[src/rtl/mem_stage.sv]
// Memory stage: load alignment / extension and a main+skid
// output buffer so upstream ready is a pure register output.
module mem_stage #(
  parameter int ADDR_WIDTH = 5,
  parameter int DATA_WIDTH = 32
) (
  input  logic                               clk,
  input  logic                               rst,
  input  logic [2*DATA_WIDTH+ADDR_WIDTH+3:0] exe_to_mem_bus,
  input  logic                               exe_to_mem_valid,
  output logic                               mem_to_exe_ready,
  output logic [ADDR_WIDTH+DATA_WIDTH:0]     mem_to_wb_bus,
  output logic                               mem_to_wb_valid,
  input  logic                               wb_to_mem_ready,
  output logic                               mem_fwd_valid,
  output logic [ADDR_WIDTH-1:0]              mem_fwd_addr,
  output logic [DATA_WIDTH-1:0]              mem_fwd_data,
  output logic                               mem_misalign
);

  localparam int OW = 1 + ADDR_WIDTH + DATA_WIDTH;

  localparam logic [1:0] EMPTY = 2'b00;
  localparam logic [1:0] ONE   = 2'b01;
  localparam logic [1:0] FULL  = 2'b11;

  logic                  in_reg_w;
  logic [ADDR_WIDTH-1:0] in_reg_addr;
  logic [DATA_WIDTH-1:0] in_alu;
  logic [2:0]            in_ld_inst;
  logic [DATA_WIDTH-1:0] in_ld_data;

  assign {in_reg_w, in_reg_addr, in_alu,
          in_ld_inst, in_ld_data} = exe_to_mem_bus;

  logic [1:0]            off;
  logic [7:0]            ld_byte;
  logic [15:0]           ld_half;
  logic                  is_none;
  logic                  is_lb;
  logic                  is_lh;
  logic                  is_lbu;
  logic                  is_lhu;
  logic [DATA_WIDTH-1:0] dec_data;
  logic                  dec_mis;

  assign off     = in_alu[1:0];
  assign ld_byte = in_ld_data[{off, 3'b000} +: 8];
  assign ld_half = in_ld_data[{off[1], 4'b0000} +: 16];
  assign is_none = (in_ld_inst == 3'b000);
  assign is_lb   = (in_ld_inst == 3'b001);
  assign is_lh   = (in_ld_inst == 3'b010);
  assign is_lbu  = (in_ld_inst == 3'b100);
  assign is_lhu  = (in_ld_inst == 3'b101);

  // Decode load kind into aligned, extended write-back data.
  always_comb begin
    dec_data = in_ld_data;
    dec_mis  = 1'b0;
    unique case (1'b1)
      is_none: dec_data = in_alu;
      is_lb: begin
        dec_data = {{(DATA_WIDTH-8){ld_byte[7]}}, ld_byte};
      end
      is_lbu: begin
        dec_data = {{(DATA_WIDTH-8){1'b0}}, ld_byte};
      end
      is_lh: begin
        dec_data = {{(DATA_WIDTH-16){ld_half[15]}}, ld_half};
        dec_mis  = off[0];
      end
      is_lhu: begin
        dec_data = {{(DATA_WIDTH-16){1'b0}}, ld_half};
        dec_mis  = off[0];
      end
      default: begin
        dec_data = in_ld_data;
        dec_mis  = |off;
      end
    endcase
  end

  logic [OW:0] new_ent;
  logic [OW:0] main_q;
  logic [OW:0] skid_q;
  logic [1:0]  state;
  logic        in_fire;
  logic        out_fire;

  assign new_ent  = {dec_mis, in_reg_w, in_reg_addr, dec_data};
  assign in_fire  = exe_to_mem_valid & mem_to_exe_ready;
  assign out_fire = mem_to_wb_valid & wb_to_mem_ready;

  // Two-entry FIFO: main feeds write-back, skid absorbs one stall.
  always_ff @(posedge clk) begin
    if (rst) begin
      state  <= EMPTY;
      main_q <= '0;
      skid_q <= '0;
    end else begin
      unique case (state)
        EMPTY: begin
          if (in_fire) begin
            main_q <= new_ent;
            state  <= ONE;
          end
        end
        ONE: begin
          if (in_fire && out_fire) begin
            main_q <= new_ent;
          end else if (in_fire) begin
            skid_q <= new_ent;
            state  <= FULL;
          end else if (out_fire) begin
            state  <= EMPTY;
          end
        end
        FULL: begin
          if (out_fire) begin
            main_q <= skid_q;
            state  <= ONE;
          end
        end
        default: state <= EMPTY;
      endcase
    end
  end

  assign mem_to_exe_ready = ~state[1];
  assign mem_to_wb_valid  = state[0];
  assign mem_to_wb_bus    = main_q[OW-1:0];
  assign mem_fwd_valid    = state[0] & main_q[OW-1];
  assign mem_fwd_addr     = main_q[OW-2:DATA_WIDTH];
  assign mem_fwd_data     = main_q[DATA_WIDTH-1:0];
  assign mem_misalign     = state[0] & main_q[OW];

endmodule

[config.mk]
export PLATFORM = sky130hd
export DESIGN_NAME = mem_stage
export DESIGN_NICKNAME = d
export VERILOG_FILES = /design/src/rtl/mem_stage.sv
export SDC_FILE = /design/constraint.sdc
export NUM_CORES = 1
export LEC_CHECK = 0
export BUFFER_PORTS_ARGS = -buffer_cell sky130_fd_sc_hd__buf_2
export CAP_MARGIN = 20
export CORE_ASPECT_RATIO = 1.4
export CORE_MARGIN = 3
export CORE_UTILIZATION = 30
export DETAILED_ROUTE_END_ITERATION = 10
export HOLD_SLACK_MARGIN = 0.15
export PLACE_DENSITY = 0.48
export SLEW_MARGIN = 40
export SYNTH_ARGS = -nofsm -noshare
export SYNTH_HDL_FRONTEND = slang
export SYNTH_SLANG_ARGS = --single-unit
[constraint.sdc]
create_clock -name clk -period 4.5 [get_ports clk]
set_input_delay 1.35 -clock clk [delete_from_list [all_inputs] [get_ports clk]]
set_output_delay 1.35 -clock clk [all_outputs]
set_load 0.1 [all_outputs]
==> results.ini <==
[routing]
drtIter0Drc = 281
vias_per_cell = 5.166
finalWirelength_um = 17630
dr.pass1.iters = 6
drc = 0
num_vias = 5058
wire_per_inst_um = 18.00
ant_nets = 0

[cts]
tritoncts = yes
postCtsHoldBufs = 0
cts.sinks = 80
clockRootBuffer = clkbuf_16
cts-buffers-inserted = 9
post_cts_buffers = 0
clock_latency_ns = 0.33
cts_resized = 0
path_clk_slew_ns = 0.06
cts_max_level = 3
clockBufferDepth = 2

[layout]
antenna_cells_inserted = 0
num-nets-final = 815
instances_no_fill = 979
area_growth_pct = 11.73
drive_gt1_frac = 0.3031
final_area_um2 = 6161

[floorplan]
core_area_um2 = 18000
ios = 156
die-area_um2 = 20070
initial_core_util = 0.3064
die_h_um = 166.4
fp-row-count = 58
die_w_um = 120.6

[logic_synthesis]
syn_avg_cell_area_um2 = 7.980
ys.flop_type = dfxtp_1
synth_common_cells = 80 x dfxtp_1, 80 x nor2_1, 79 x buf_4
synth_nets = 772
ys_seq_area_frac = 0.2904
yosysTopAreaCellShare = 0.2904
yosysTopAreaCell = dfxtp_1
ys_ff_latch = 80
synthCells = 691
async_flop_share = 0
synth_edf_count = 0
synth-warning-count = 0
yosys-top-cells-area = dfxtp_1 29%, buf_4 11%, nor2_1 5.4%
syn_area_um2 = 5514
yosysUniqueCellTypes = 64

[setup_path]
reg2reg_to = main_q[2]
worstRegToRegCells = 7
endpoint_kind = flip-flop
cp-start-kind = primary input
critPathKind = in -> reg
max_stage_delay_ns = 0.60
rrSetupSlack_ns = 2.10
crit_top_cell = o311ai_0
crit_arrival_ns = 3.53
required_ns = 4.70
critical_path_peak_fanout = 38
rr_startpoint = state[0]
cp_slowest_cell = or2_1
cp_cell_sequence = buf_2 > or3b_1 > or2_1 > o311ai_0 > o311ai_0 > a21oi_1

[timing]
setup_viol = 0
tns_ns = 0
hold_viol_final = 0
worstMarginPinSlew_ns = 0.7602
relSlewSlack = 0.4932
slew_violations = 0
period_share = 0.7396
period_needed_ns = 3.328
max_freq_mhz = 300.5
fin_ws_ns = 1.172
rsz0062_at_grt = no
finClkSkew_ns = 0.009154

[job]
cap_violations = 0

[power_and_ir_drop]
p_comb_frac = 0.635
clockPowerShare = 0.161
leakagePower_uw = 0.002518
intPower_uw = 2076
switching_share = 0.6015
power.switching_uw = 3134
power_frac_seq = 0.204
ir_worst_vdd_mv = 0.3299
power.total_uw = 5210
powerDensity_nw_per_um2 = 845.7

[min_path]
whs_endpoint = skid_q[0]
hold_depth = 2
min_from = skid_q[0]
hold_class = reg -> reg

[place]
placed_area_um2 = 5823
hpwl_um = 12860
place_ws_ns = 0.8494
gp_congestion = 0.8646
dpl.cell_count = 963
io_buffers = 155

[global_routing]
track_usage = 0.1719
gr-usage-met2 = 0.2864
grt_pass1_wl_um = 27340
grt_max_degree = 69
grtUsageMet3 = 0.02208
grt_pass1_vias = 4864
antenna_found_initial = 0
overflow = 0
use_met1 = 0.2269
busiest_layer = met2

[outcome]
status = complete, no violations

==> critical path, delay by kind of cell <==
kind | cells | cell delay (ns)
AND/OR/NAND/NOR | 2 | 0.83
AO/OA/AOI/OAI | 3 | 0.80
buffers and inverters | 1 | 0.54
==> kinds of logic after synthesis <==
group	count (synthesis)	share of synthesized area
flops	80	0.2904
mux	30	0.06217
compound gates	167	0.2283
xor+xnor	1	0.001589
simple gates	262	0.2430
fa+ha+maj	4	0.009077
buf+inv	147	0.1654
==> registers in the layout, indices dropped and copies added, names as in the netlist <==
register,cells
main_q,39
skid_q,39
state,2
==> cells in the final DEF (no fill, tap or decap), types with 15 or more instances in the layout <==
| cell | netlist | final |
|---|---|---|
| a31oi_1 | 15 | 15 |
| nor3_1 | 26 | 26 |
| nand2_1 | 58 | 58 |
| nand2b_1 | 23 | 23 |
| nor2_1 | 80 | 80 |
| mux2i_1 | 17 | 17 |
| buf_2 | 15 | 155 |
| a21oi_1 | 46 | 46 |
| a211oi_1 | 19 | 19 |
| dfxtp_1 | 80 | 80 |
| o211ai_1 | 20 | 20 |
==> metrics by stage <==
stage	hold WS [ns]	util
after CTS	0.4514	0.3423
after global placement	0.4417	0.3236
after floorplan	0.4273	-
final	0.4524	0.3423
after global routing	0.4841	0.3423
after detailed placement	0.4414	0.3236
==> power by group through the flow <==
stage	logic, uW	clock network, uW	registers, uW
3_5_place_dp	3320	0	1090
5_1_grt	3490	897	1100
4_1_cts	3330	870	1070
2_1_floorplan	3120	0	1060
6_report	3310	840	1060
3_3_place_gp	3320	0	1070
==> worst max-delay path by stage <==
stage | startpoint | slack [ns] | endpoint
6_report | exe_to_mem_bus[32] | 1.17 | main_q[19]
3_5_place_dp | exe_to_mem_bus[32] | 0.85 | main_q[19]
2_1_floorplan | state[0] | 1.21 | mem_fwd_valid
5_1_grt | exe_to_mem_bus[32] | 0.95 | main_q[19]
4_1_cts | exe_to_mem_bus[32] | 1.21 | main_q[19]
3_3_place_gp | exe_to_mem_bus[32] | 0.92 | main_q[18]
==> routing by layer <==
| metal | vias up | routed length (um) | share of wire |
|---|---|---|---|
| met5 | - | 0 | 0 |
| met4 | 0 | 514 | 0.029 |
| met3 | 26 | 832 | 0.047 |
| met2 | 166 | 8625 | 0.49 |
| met1 | 2389 | 7654 | 0.43 |
| li1 | 2477 | - | - |
==> cell type report <==
| class | instances | area, um2 |
|---|---|---|
| sequential | 80 | 1602 |
| clock inverter | 5 | 103.9 |
| tap | 240 | 300.3 |
| clock buffer | 11 | 232.7 |
| timing repair buffer | 167 | 865.8 |
| multi-input combinational | 464 | 3012 |
| inverter | 12 | 45.04 |
| fill | 1956 | 11840 |
Power figures use the tool's default switching activity.
